<file path="src/rtl/aes_pkg.sv">
// aes_pkg: shared constants for the inverse SubBytes datapath.
// Holds the AES inverse S-box table, the sequencer state encoding and the
// mask of legal lane counts.
package aes_pkg;

  // Sequencer states; DRAIN is only reachable when the lookup pipeline
  // register is built in.
  typedef enum logic [1:0] {
    ST_IDLE  = 2'd0,
    ST_BUSY  = 2'd1,
    ST_DRAIN = 2'd2,
    ST_DONE  = 2'd3
  } inv_sub_state_e;

  // Bit k set means LANES = k is legal (1, 2, 4, 8, 16).
  localparam int unsigned LANES_LEGAL_MASK = 32'h0001_0116;

  // AES inverse S-box, indexed by the ciphertext-side byte.
  localparam logic [7:0] INV_SBOX [256] = '{
    8'h52, 8'h09, 8'h6a, 8'hd5, 8'h30, 8'h36, 8'ha5, 8'h38, 8'hbf, 8'h40, 8'ha3, 8'h9e, 8'h81, 8'hf3, 8'hd7, 8'hfb,
    8'h7c, 8'he3, 8'h39, 8'h82, 8'h9b, 8'h2f, 8'hff, 8'h87, 8'h34, 8'h8e, 8'h43, 8'h44, 8'hc4, 8'hde, 8'he9, 8'hcb,
    8'h54, 8'h7b, 8'h94, 8'h32, 8'ha6, 8'hc2, 8'h23, 8'h3d, 8'hee, 8'h4c, 8'h95, 8'h0b, 8'h42, 8'hfa, 8'hc3, 8'h4e,
    8'h08, 8'h2e, 8'ha1, 8'h66, 8'h28, 8'hd9, 8'h24, 8'hb2, 8'h76, 8'h5b, 8'ha2, 8'h49, 8'h6d, 8'h8b, 8'hd1, 8'h25,
    8'h72, 8'hf8, 8'hf6, 8'h64, 8'h86, 8'h68, 8'h98, 8'h16, 8'hd4, 8'ha4, 8'h5c, 8'hcc, 8'h5d, 8'h65, 8'hb6, 8'h92,
    8'h6c, 8'h70, 8'h48, 8'h50, 8'hfd, 8'hed, 8'hb9, 8'hda, 8'h5e, 8'h15, 8'h46, 8'h57, 8'ha7, 8'h8d, 8'h9d, 8'h84,
    8'h90, 8'hd8, 8'hab, 8'h00, 8'h8c, 8'hbc, 8'hd3, 8'h0a, 8'hf7, 8'he4, 8'h58, 8'h05, 8'hb8, 8'hb3, 8'h45, 8'h06,
    8'hd0, 8'h2c, 8'h1e, 8'h8f, 8'hca, 8'h3f, 8'h0f, 8'h02, 8'hc1, 8'haf, 8'hbd, 8'h03, 8'h01, 8'h13, 8'h8a, 8'h6b,
    8'h3a, 8'h91, 8'h11, 8'h41, 8'h4f, 8'h67, 8'hdc, 8'hea, 8'h97, 8'hf2, 8'hcf, 8'hce, 8'hf0, 8'hb4, 8'he6, 8'h73,
    8'h96, 8'hac, 8'h74, 8'h22, 8'he7, 8'had, 8'h35, 8'h85, 8'he2, 8'hf9, 8'h37, 8'he8, 8'h1c, 8'h75, 8'hdf, 8'h6e,
    8'h47, 8'hf1, 8'h1a, 8'h71, 8'h1d, 8'h29, 8'hc5, 8'h89, 8'h6f, 8'hb7, 8'h62, 8'h0e, 8'haa, 8'h18, 8'hbe, 8'h1b,
    8'hfc, 8'h56, 8'h3e, 8'h4b, 8'hc6, 8'hd2, 8'h79, 8'h20, 8'h9a, 8'hdb, 8'hc0, 8'hfe, 8'h78, 8'hcd, 8'h5a, 8'hf4,
    8'h1f, 8'hdd, 8'ha8, 8'h33, 8'h88, 8'h07, 8'hc7, 8'h31, 8'hb1, 8'h12, 8'h10, 8'h59, 8'h27, 8'h80, 8'hec, 8'h5f,
    8'h60, 8'h51, 8'h7f, 8'ha9, 8'h19, 8'hb5, 8'h4a, 8'h0d, 8'h2d, 8'he5, 8'h7a, 8'h9f, 8'h93, 8'hc9, 8'h9c, 8'hef,
    8'ha0, 8'he0, 8'h3b, 8'h4d, 8'hae, 8'h2a, 8'hf5, 8'hb0, 8'hc8, 8'heb, 8'hbb, 8'h3c, 8'h83, 8'h53, 8'h99, 8'h61,
    8'h17, 8'h2b, 8'h04, 8'h7e, 8'hba, 8'h77, 8'hd6, 8'h26, 8'he1, 8'h69, 8'h14, 8'h63, 8'h55, 8'h21, 8'h0c, 8'h7d
  };

endpackage

</file>
<file path="src/rtl/inv_sbox_lut.sv">
// inv_sbox_lut: one combinational 8-bit inverse S-box lookup.
module inv_sbox_lut
  import aes_pkg::*;
(
  input  logic [7:0] din,
  output logic [7:0] dout
);

  assign dout = INV_SBOX[din];

endmodule

</file>
<file path="src/rtl/inv_subbytes_seq.sv">
// inv_subbytes_seq: sequential AES InvSubBytes over a 128-bit state using
// LANES shared inverse S-box lookups per cycle (16/LANES busy cycles).
// Optional macro INV_SUB_OUT_REG_EN inserts a register after the lookups;
// the result write then lags one cycle and a DRAIN state is added.
module inv_subbytes_seq
  import aes_pkg::*;
#(
  parameter int LANES = 1
) (
  input  logic         clk,
  input  logic         rst,
  input  logic         in_valid,
  output logic         in_ready,
  input  logic [127:0] state,
  input  logic         flush,
  output logic         out_valid,
  input  logic         out_ready,
  output logic [127:0] out,
  output logic         busy
);

  localparam int N  = 16 / LANES;                 // busy cycles per word
  localparam int CW = $clog2(N) + 1;              // counter width
  localparam int IW = (N > 1) ? $clog2(N) : 1;    // group index width
  localparam int WW = 8 * LANES;                  // bits looked up per cycle

  localparam logic [1:0] S_IDLE  = ST_IDLE;
  localparam logic [1:0] S_BUSY  = ST_BUSY;
  localparam logic [1:0] S_DONE  = ST_DONE;
`ifdef INV_SUB_OUT_REG_EN
  localparam logic [1:0] S_DRAIN = ST_DRAIN;
`endif

  if (((LANES_LEGAL_MASK >> LANES) & 32'd1) == 32'd0) begin : g_bad_lanes
    $error("inv_subbytes_seq: LANES must be 1, 2, 4, 8 or 16");
  end

  logic [1:0]           fsm_q, fsm_d;
  logic [CW-1:0]        cnt_q, cnt_d;
  logic [N-1:0][WW-1:0] data_q;     // captured input, viewed as N lane groups
  logic [N-1:0][WW-1:0] res_q;      // result register, same grouping
  logic [IW-1:0]        cnt_idx;
  logic [WW-1:0]        cur_word;
  logic [WW-1:0]        lut_word;
  logic                 accept;
  logic                 wr_en;
  logic [IW-1:0]        wr_idx;
  logic [WW-1:0]        wr_word;

  assign in_ready  = (fsm_q == S_IDLE);
  assign busy      = !in_ready;
  assign out_valid = (fsm_q == S_DONE);
  assign out       = res_q;
  assign accept    = in_ready && in_valid && !flush;
  assign cnt_idx   = cnt_q[IW-1:0];
  assign cur_word  = data_q[cnt_idx];

  // Next-state and counter logic; flush overrides every transition.
  always_comb begin
    // NOTE: every output of this block gets a default first, so no path can
    // leave one unassigned and infer a latch.
    fsm_d = fsm_q;
    cnt_d = cnt_q;
    case (fsm_q)
      S_IDLE: begin
        if (in_valid) begin
          fsm_d = S_BUSY;
          cnt_d = '0;
        end
      end
      S_BUSY: begin
        if (cnt_q == CW'(N - 1)) begin
`ifdef INV_SUB_OUT_REG_EN
          fsm_d = S_DRAIN;
`else
          fsm_d = S_DONE;
`endif
          cnt_d = '0;
        end else begin
          cnt_d = cnt_q + CW'(1);
        end
      end
`ifdef INV_SUB_OUT_REG_EN
      S_DRAIN: fsm_d = S_DONE;
`endif
      S_DONE: begin
        if (out_ready) fsm_d = S_IDLE;
      end
      default: fsm_d = S_IDLE;
    endcase
    if (flush) begin
      fsm_d = S_IDLE;
      cnt_d = '0;
    end
  end

  // State and counter registers with synchronous reset.
  always_ff @(posedge clk) begin
    // NOTE: state registers use non-blocking assignments so every flop
    // samples pre-edge values regardless of block evaluation order.
    if (rst) begin
      fsm_q <= S_IDLE;
      cnt_q <= '0;
    end else begin
      fsm_q <= fsm_d;
      cnt_q <= cnt_d;
    end
  end

  // Capture the offered word on accept.
  always_ff @(posedge clk) begin
    // NOTE: data_q is deliberately not reset; it is always loaded on accept
    // before any lookup reads it, so a reset would only cost routing.
    if (accept) data_q <= state;
  end

  for (genvar l = 0; l < LANES; l++) begin : g_lut
    inv_sbox_lut u_lut (
      .din  (cur_word[8*l +: 8]),
      .dout (lut_word[8*l +: 8])
    );
  end

`ifdef INV_SUB_OUT_REG_EN
  logic          pipe_vld_q;
  logic [IW-1:0] pipe_idx_q;
  logic [WW-1:0] pipe_word_q;

  // Valid flag of the lookup pipeline; cleared by reset and flush.
  always_ff @(posedge clk) begin
    if (rst || flush) pipe_vld_q <= 1'b0;
    else              pipe_vld_q <= (fsm_q == S_BUSY);
  end

  // Lookup results and their group index, one cycle behind the lookup.
  always_ff @(posedge clk) begin
    pipe_idx_q  <= cnt_idx;
    pipe_word_q <= lut_word;
  end

  assign wr_en   = pipe_vld_q;
  assign wr_idx  = pipe_idx_q;
  assign wr_word = pipe_word_q;
`else
  assign wr_en   = (fsm_q == S_BUSY);
  assign wr_idx  = cnt_idx;
  assign wr_word = lut_word;
`endif

  // Result register: one lane group written per cycle, the rest hold.
  always_ff @(posedge clk) begin
    if (rst)                  res_q <= '0;
    else if (wr_en && !flush) res_q[wr_idx] <= wr_word;
  end

endmodule

</file>
<file path="config.mk">
export PLATFORM = sky130hd
export DESIGN_NAME = inv_subbytes_seq
export DESIGN_NICKNAME = d
export VERILOG_FILES = /design/src/rtl/aes_pkg.sv /design/src/rtl/inv_sbox_lut.sv /design/src/rtl/inv_subbytes_seq.sv
export SDC_FILE = /design/constraint.sdc
export NUM_CORES = 1
export LEC_CHECK = 0
export ABC_CLOCK_PERIOD_IN_PS = 36700
export CORE_MARGIN = 3
export CORE_UTILIZATION = 55
export CTS_CLUSTER_SIZE = 24
export DETAILED_ROUTE_END_ITERATION = 8
export PLACE_DENSITY = 0.84
export SYNTH_ARGS = -nofsm -noshare
export SYNTH_HDL_FRONTEND = slang
export SYNTH_SLANG_ARGS = --single-unit
</file>
<file path="constraint.sdc">
create_clock -name clk -period 36.7 [get_ports clk]
set_clock_uncertainty 0.2 [all_clocks]
set_input_delay 7.34 -clock clk [delete_from_list [all_inputs] [get_ports clk]]
set_output_delay 7.34 -clock clk [all_outputs]
set_load 0.01 [all_outputs]
</file>
==> results of run 1 <==
[state kept, by name, summed over array words and instances (netlist names)]
signal / flops
data_q: 128
out: 128
cnt_q: 5
fsm_q: 2
[cell type report]
| type | count | area, um2 | share of cell area (%) |
|---|---|---|---|
| flip-flops and latches | 263 | 6549 | 37.95 |
| multi-input cells | 904 | 6470 | 37.50 |
| clock inverters | 8 | 81.33 | 0.4713 |
| repair buffers | 297 | 2885 | 16.72 |
| well taps | 324 | 405.4 | 2.349 |
| clock buffers | 39 | 800.8 | 4.641 |
| inverters | 17 | 63.81 | 0.3698 |
[cells by family after synthesis]
family | Yosys count | share of synthesized area (%)
buffers and inverters | 127 | 4.913
xor gates and xnor gates | 1 | 0.06417
and+or+nand+nor | 391 | 13.78
muxes | 55 | 7.168
DFF | 263 | 47.96
adders and majority gates | 24 | 2.200
AOI/OAI and AO/OA | 433 | 23.92
[cells in the mapped netlist, drive strengths merged, types with 5 or more instances]
library cell and number:
o31ai 39, mux2i 18, buf 55, a31oi 13, o21a 5, mux2 6
nand2b 5, edfxtp 128, ha 24, a22oi 15, nor3 30, inv 16
clkbuf 55, o22ai 17, nor3b 5, nand4 7, nand2 86, a221o 6
a2111oi 6, o21ai 67, a21oi 61, nor2 155, o32ai 9, nor4 7
dfxtp 135, a221oi 8, o211ai 22, a211oi 84, nand3b 50, o221ai 5
o311ai 13, nand3 25, and2 9, a32oi 6, a311oi 25, mux4 31
[cells in the final DEF, fill, tap and decap left out, drive strengths merged, types with 50 or more instances in the layout]
| master | netlist | final |
|---|---|---|
| edfxtp | 128 | 128 |
| nand2 | 86 | 86 |
| nor2 | 155 | 155 |
| dfxtp | 135 | 135 |
| nand3b | 50 | 50 |
| o21ai | 67 | 67 |
| a211oi | 84 | 84 |
| a21oi | 61 | 61 |
| clkdlybuf4s50 | 0 | 262 |
[stage by stage]
stage | power (mW) | hold WS, ps | setup slack, ps | util [%]
2_1_floorplan | 0.3819 | 230.4 | 19150 | -
3_3_place_gp | 0.4189 | 234.2 | 26280 | 67.11
3_5_place_dp | 0.4198 | 273.8 | 26140 | 67.11
4_1_cts | 0.6880 | 295.7 | 26690 | 70.72
5_1_grt | 0.7052 | 321.2 | 26410 | 70.74
6_report | 0.6920 | 290.9 | 26600 | 70.74
[power groups by stage]
| stage | combinational (mW) | clock (mW) | sequential [mW] |
|---|---|---|---|
| floorplan | 0.0568 | 0 | 0.325 |
| global placement | 0.0954 | 0 | 0.323 |
| detailed placement | 0.0956 | 0 | 0.324 |
| CTS | 0.0966 | 0.273 | 0.318 |
| global route | 0.104 | 0.282 | 0.319 |
| finish | 0.101 | 0.272 | 0.318 |
[final timing paths]
path,start,to,slack [ps],cells past startpoint
setup / recovery,rst,out[84],26600,7
setup reg to reg,cnt_q[3],out[41],29870,16
hold / removal,out[19],out[19],290,2
hold reg to reg,out[19],out[19],290,2
[layer usage]
| layer | track usage (%) | part of all wire [%] |
|---|---|---|
| met1 | 50.88 | 36 |
| met2 | 66.14 | 47 |
| met3 | 8.598 | 11 |
| met4 | 19.57 | 6.0 |
| met5 | 0 | 0 |
[worst max-delay path: cells and delay by family]
family | cells | cell delay, ps
buffers and inverters | 2 | 1410
AND/OR/NAND/NOR | 2 | 220
AO/OA/AOI/OAI | 3 | 1250
==> results.sh, run 1 <==
export IMPL_crit_type="primary input to flop"
export IMPL_antenna_found_initial=0
export IMPL_rsz0062_at_grt="false"
export IMPL_critPathMaxStageDelay_ps=850
export IMPL_detail_route_antenna_nets=0
export IMPL_power_density_mw_per_mm2=40.10
export IMPL_grtUsageTotal_pct=40.31
export IMPL_htree_levels=1
export IMPL_critPathArrivalTime_ps=10280
export IMPL_core_area_mm2=0.02439
export IMPL_hp_class="flop to flop"
export IMPL_fin_crit_ps=10100
export IMPL_io_buffers=263
export IMPL_wirelength_um=55250
export IMPL_cp_max_fo=84
export IMPL_synthDistinctLibCells=87
export IMPL_avgRoutedWirePerCell_um=29.83
export IMPL_cts_tree="yes"
export IMPL_power_internal_uw=509.4
export IMPL_io_pins=264
export IMPL_dr_pass1_iters=8
export IMPL_path_cells="buf_4 -> buf_4 -> nor2_1 -> o2111ai_1 -> nand2_1 -> o32ai_2 -> o21ai_0"
export IMPL_synthCells=1294
export IMPL_rows=57
export IMPL_dp_cells=1805
export IMPL_nets=1666
export IMPL_design_area_mm2=0.01726
export IMPL_cp_common_cell="buf_4"
export IMPL_dieArea_mm2=0.02675
export IMPL_die_height_um=163.5
export IMPL_synthArstFlopShare_pct=0
export IMPL_cap_violations=0
export IMPL_fin_cells=1852
export IMPL_yosysSeqAreaShare_pct=47.96
export IMPL_vias_per_cell=7.054
export IMPL_place_gp_congestion=1.003
export IMPL_worst_path_max_delay_cell="buf_4"
export IMPL_tightest_slew_ps=1227
export IMPL_setup_viol=0
export IMPL_grt_start_max_net_pins=97
export IMPL_netlist_area_mm2=0.01365
export IMPL_maxSlewViolCount=0
export IMPL_avgSynthCellArea_um2=10.55
export IMPL_max_vdd_ir_drop_mv=0.04150
export IMPL_critPathCaptureType="flop"
export IMPL_status="completed"
export IMPL_p_comb_share_pct=14.6
export IMPL_fin_setup_tns_ps=0
export IMPL_clk_pin_slew_ps=60
export IMPL_slew_headroom_pct=18.18
export IMPL_finalHoldViolCount=0
export IMPL_drc=0
export IMPL_seq_power_share_pct=46.0
export IMPL_via_count=13060
export IMPL_p_switching_uw=182.6
export IMPL_grt_pass1_wl_um=81710
export IMPL_drive_above_1_share_pct=11.26
export IMPL_synthTopCellsByArea="edfxtp_1 28%, dfxtp_1 20%, mux4_2 4.9%"
export IMPL_critPathRequiredTime_ps=36880
export IMPL_finalCritPeriodShare_pct=27.52
export IMPL_cts_max_path_buffers=3
export IMPL_syn_nets=1451
export IMPL_root_buffer="clkbuf_16"
export IMPL_yosysWarnings=0
export IMPL_postCtsSetupBuffers=0
export IMPL_cts_sinks=263
export IMPL_areaGrowthSynthToFinish_pct=26.41
export IMPL_ys_flop_type="dfxtp_1"
export IMPL_cts_buffers_inserted=26
export IMPL_hpwl_um=35900
export IMPL_ctsHoldBuffers=0
export IMPL_timing_fmax_ghz=0.09901
export IMPL_die_width_um=163.5
export IMPL_yosysTopAreaCellShare_pct=28.16
export IMPL_yosys_register_bits=263
export IMPL_yosysTopAreaCell="edfxtp_1"
export IMPL_p_leak_nw=5.599
export IMPL_grt_overflow_total=0
export IMPL_worstSetupStartpointType="primary input"
export IMPL_p_clk_share_pct=39.4
export IMPL_initial_utilization_pct=55.97
export IMPL_clk_latency_ps=550
export IMPL_grt_pass1_vias=13030
export IMPL_n_fill_cell=1692
export IMPL_cts_resized=0
export IMPL_diodes=0
export IMPL_placed_area_mm2=0.01637
export IMPL_drt_iter0_markers=2123
export IMPL_synth_edf_count=128
export IMPL_swShare_pct=26.38
(Power assumes the default switching activity.)
==> run 2: changes to the inputs <==
Settings changed: ABC_CLOCK_PERIOD_IN_PS 36700 to 9600, CORE_UTILIZATION 55 to 53, PLACE_DENSITY 0.84 to 0.81.
Clock period 36.7 ns to 9.6 ns, I/O delays scaled along.
==> run 2 against run 1 <==
Compared with the run above: sequential share of layout area is 0.10 points higher; global-route usage is 3.8 points lower; via count is 1.8% lower; sequential power grew to 3.8 times the previous value; largest power group unchanged; register-to-register slack worse by 26000 ps; final cell count hardly changed; hold slack worse by 28 ps; utilization is 2.6 points lower; flip-flop and latch count stayed put; combinational power grew to 3.8 times the previous value.
==> results.sh, run 2 (synthesis gave the netlist of run 1 again) <==
export IMPL_drive_above_1_share_pct=11.16
export IMPL_max_vdd_ir_drop_mv=0.1671
export IMPL_grt_overflow_total=0
export IMPL_rsz0062_at_grt="false"
export IMPL_clk_latency_ps=560
export IMPL_io_buffers=263
export IMPL_grt_pass1_wl_um=79200
export IMPL_finalHoldViolCount=0
export IMPL_vias_per_cell=6.923
export IMPL_cts_resized=0
export IMPL_timing_fmax_ghz=0.1608
export IMPL_placed_area_mm2=0.01632
export IMPL_grt_start_max_net_pins=91
export IMPL_critPathRequiredTime_ps=9760
export IMPL_cts_buffers_inserted=27
export IMPL_htree_levels=1
export IMPL_final_cell_mix="262 x clkdlybuf4s50_1, 153 x nor2_1, 133 x dfxtp_1"
export IMPL_areaGrowthSynthToFinish_pct=26.07
export IMPL_post_place_ws_ps=3613
export IMPL_nets=1659
export IMPL_dieArea_mm2=0.02772
export IMPL_dr_pass1_iters=7
export IMPL_final_common_cell="clkdlybuf4s50_1"
export IMPL_ctsHoldBuffers=0
export IMPL_worstSetupStartpointType="flop"
export IMPL_hold_path_cell_count=1
export IMPL_hpwl_um=35200
export IMPL_avgRoutedWirePerCell_um=28.34
export IMPL_setup_viol=0
export IMPL_die_height_um=166.5
export IMPL_postCtsSetupBuffers=0
export IMPL_slew_headroom_pct=14.17
export IMPL_via_count=12830
export IMPL_drc=0
export IMPL_crit_type="flop to flop"
export IMPL_grtUsageTotal_pct=36.55
export IMPL_cts_tree="yes"
export IMPL_critPathArrivalTime_ps=6380
export IMPL_fin_crit_ps=6218
export IMPL_cap_violations=0
export IMPL_diodes=0
export IMPL_finalCritPeriodShare_pct=64.77
export IMPL_initial_utilization_pct=54.05
export IMPL_detail_route_antenna_nets=0
export IMPL_status="completed"
export IMPL_cts_sinks=263
export IMPL_maxSlewViolCount=0
export IMPL_core_area_mm2=0.02525
export IMPL_design_area_mm2=0.01721
export IMPL_wirelength_um=52510
export IMPL_place_gp_congestion=1.097
export IMPL_fin_setup_tns_ps=0
export IMPL_tightest_slew_ps=1285
export IMPL_ff2ff_path_depth=13
export IMPL_power_density_mw_per_mm2=154.0
export IMPL_antenna_found_initial=1
export IMPL_p_leak_nw=5.565
export IMPL_cts_max_path_buffers=3
export IMPL_grt_pass1_vias=12570
export IMPL_rows=58
export IMPL_root_buffer="clkbuf_16"
export IMPL_critPathCaptureType="flop"
export IMPL_clk_pin_slew_ps=60
export IMPL_fin_ws_ps=3382
export IMPL_die_width_um=166.5
export IMPL_io_pins=264
export IMPL_hp_class="flop to flop"
export IMPL_cp_max_fo=23
export IMPL_drt_iter0_markers=1948
-- run 2: changes by cell type in the layout (fill, tap and decap cells not counted), sizes merged --
| cell | before | now |
|---|---|---|
| buf | 35 | 27 |
| clkbuf | 39 | 34 |
| clkinv | 5 | 12 |
| inv | 19 | 20 |
-- run 2: area by class of cell --
class                      instances  area (um2)
multi-input combinational        904        6471
sequential                       263        6549
clock inverter                    16       135.1
timing repair buffer             289        2825
fill                            1863        8045
inverter                          17       63.81
clock buffer                      34       752.0
tap                              330       412.9
-- run 2: power by group --
part,switching [mW],leakage [nW],internal (mW),total [mW]
clock network,0.464,0.453,0.588,1.05
logic,0.247,2.83,0.135,0.382
registers,0.00922,2.28,1.21,1.22
-- run 2: critical path: stages, from the launching register on --
cell	delay [ps]
dfxtp_1	930
nor2b_1	630
a22oi_1	300
and2_1	220
buf_4	230
inv_1	290
ha_1	590
o21ai_0	250
a21oi_1	650
o211ai_1	210
nand3_1	150
nor4_1	70
a211oi_2	1050
a211oi_1	210
-- run 2: worst paths after layout --
check | to | slack, ps | startpoint
worst max-delay path | out[2] | 3380 | cnt_q[3]
worst max register to register | out[2] | 3380 | cnt_q[3]
worst min register to register | cnt_q[4] | 260 | cnt_q[4]
worst min-delay path | cnt_q[4] | 260 | cnt_q[4]
-- run 2: metal layers --
| layer | up-vias | share of wire, % | track usage, % |
|---|---|---|---|
| li1 | 5451 | - | - |
| met1 | 6203 | 38 | 48.35 |
| met2 | 926 | 46 | 58.43 |
| met3 | 249 | 11 | 9.020 |
| met4 | 0 | 5.5 | 14.42 |
| met5 | - | 0 | 0 |
-- run 2: per-stage QoR --
step / hold slack, ps / total power, mW / util [%] / std cells
global placement: 233.3 / 1.602 / 64.63 / 1803
finish: 263.0 / 2.650 / 68.14 / 1853
detailed placement: 250.3 / 1.601 / 64.63 / 1803
CTS: 260.5 / 2.639 / 68.14 / 1853
floorplan: 230.4 / 1.456 / - / 1294
global route: 278.4 / 2.716 / 68.14 / 1853
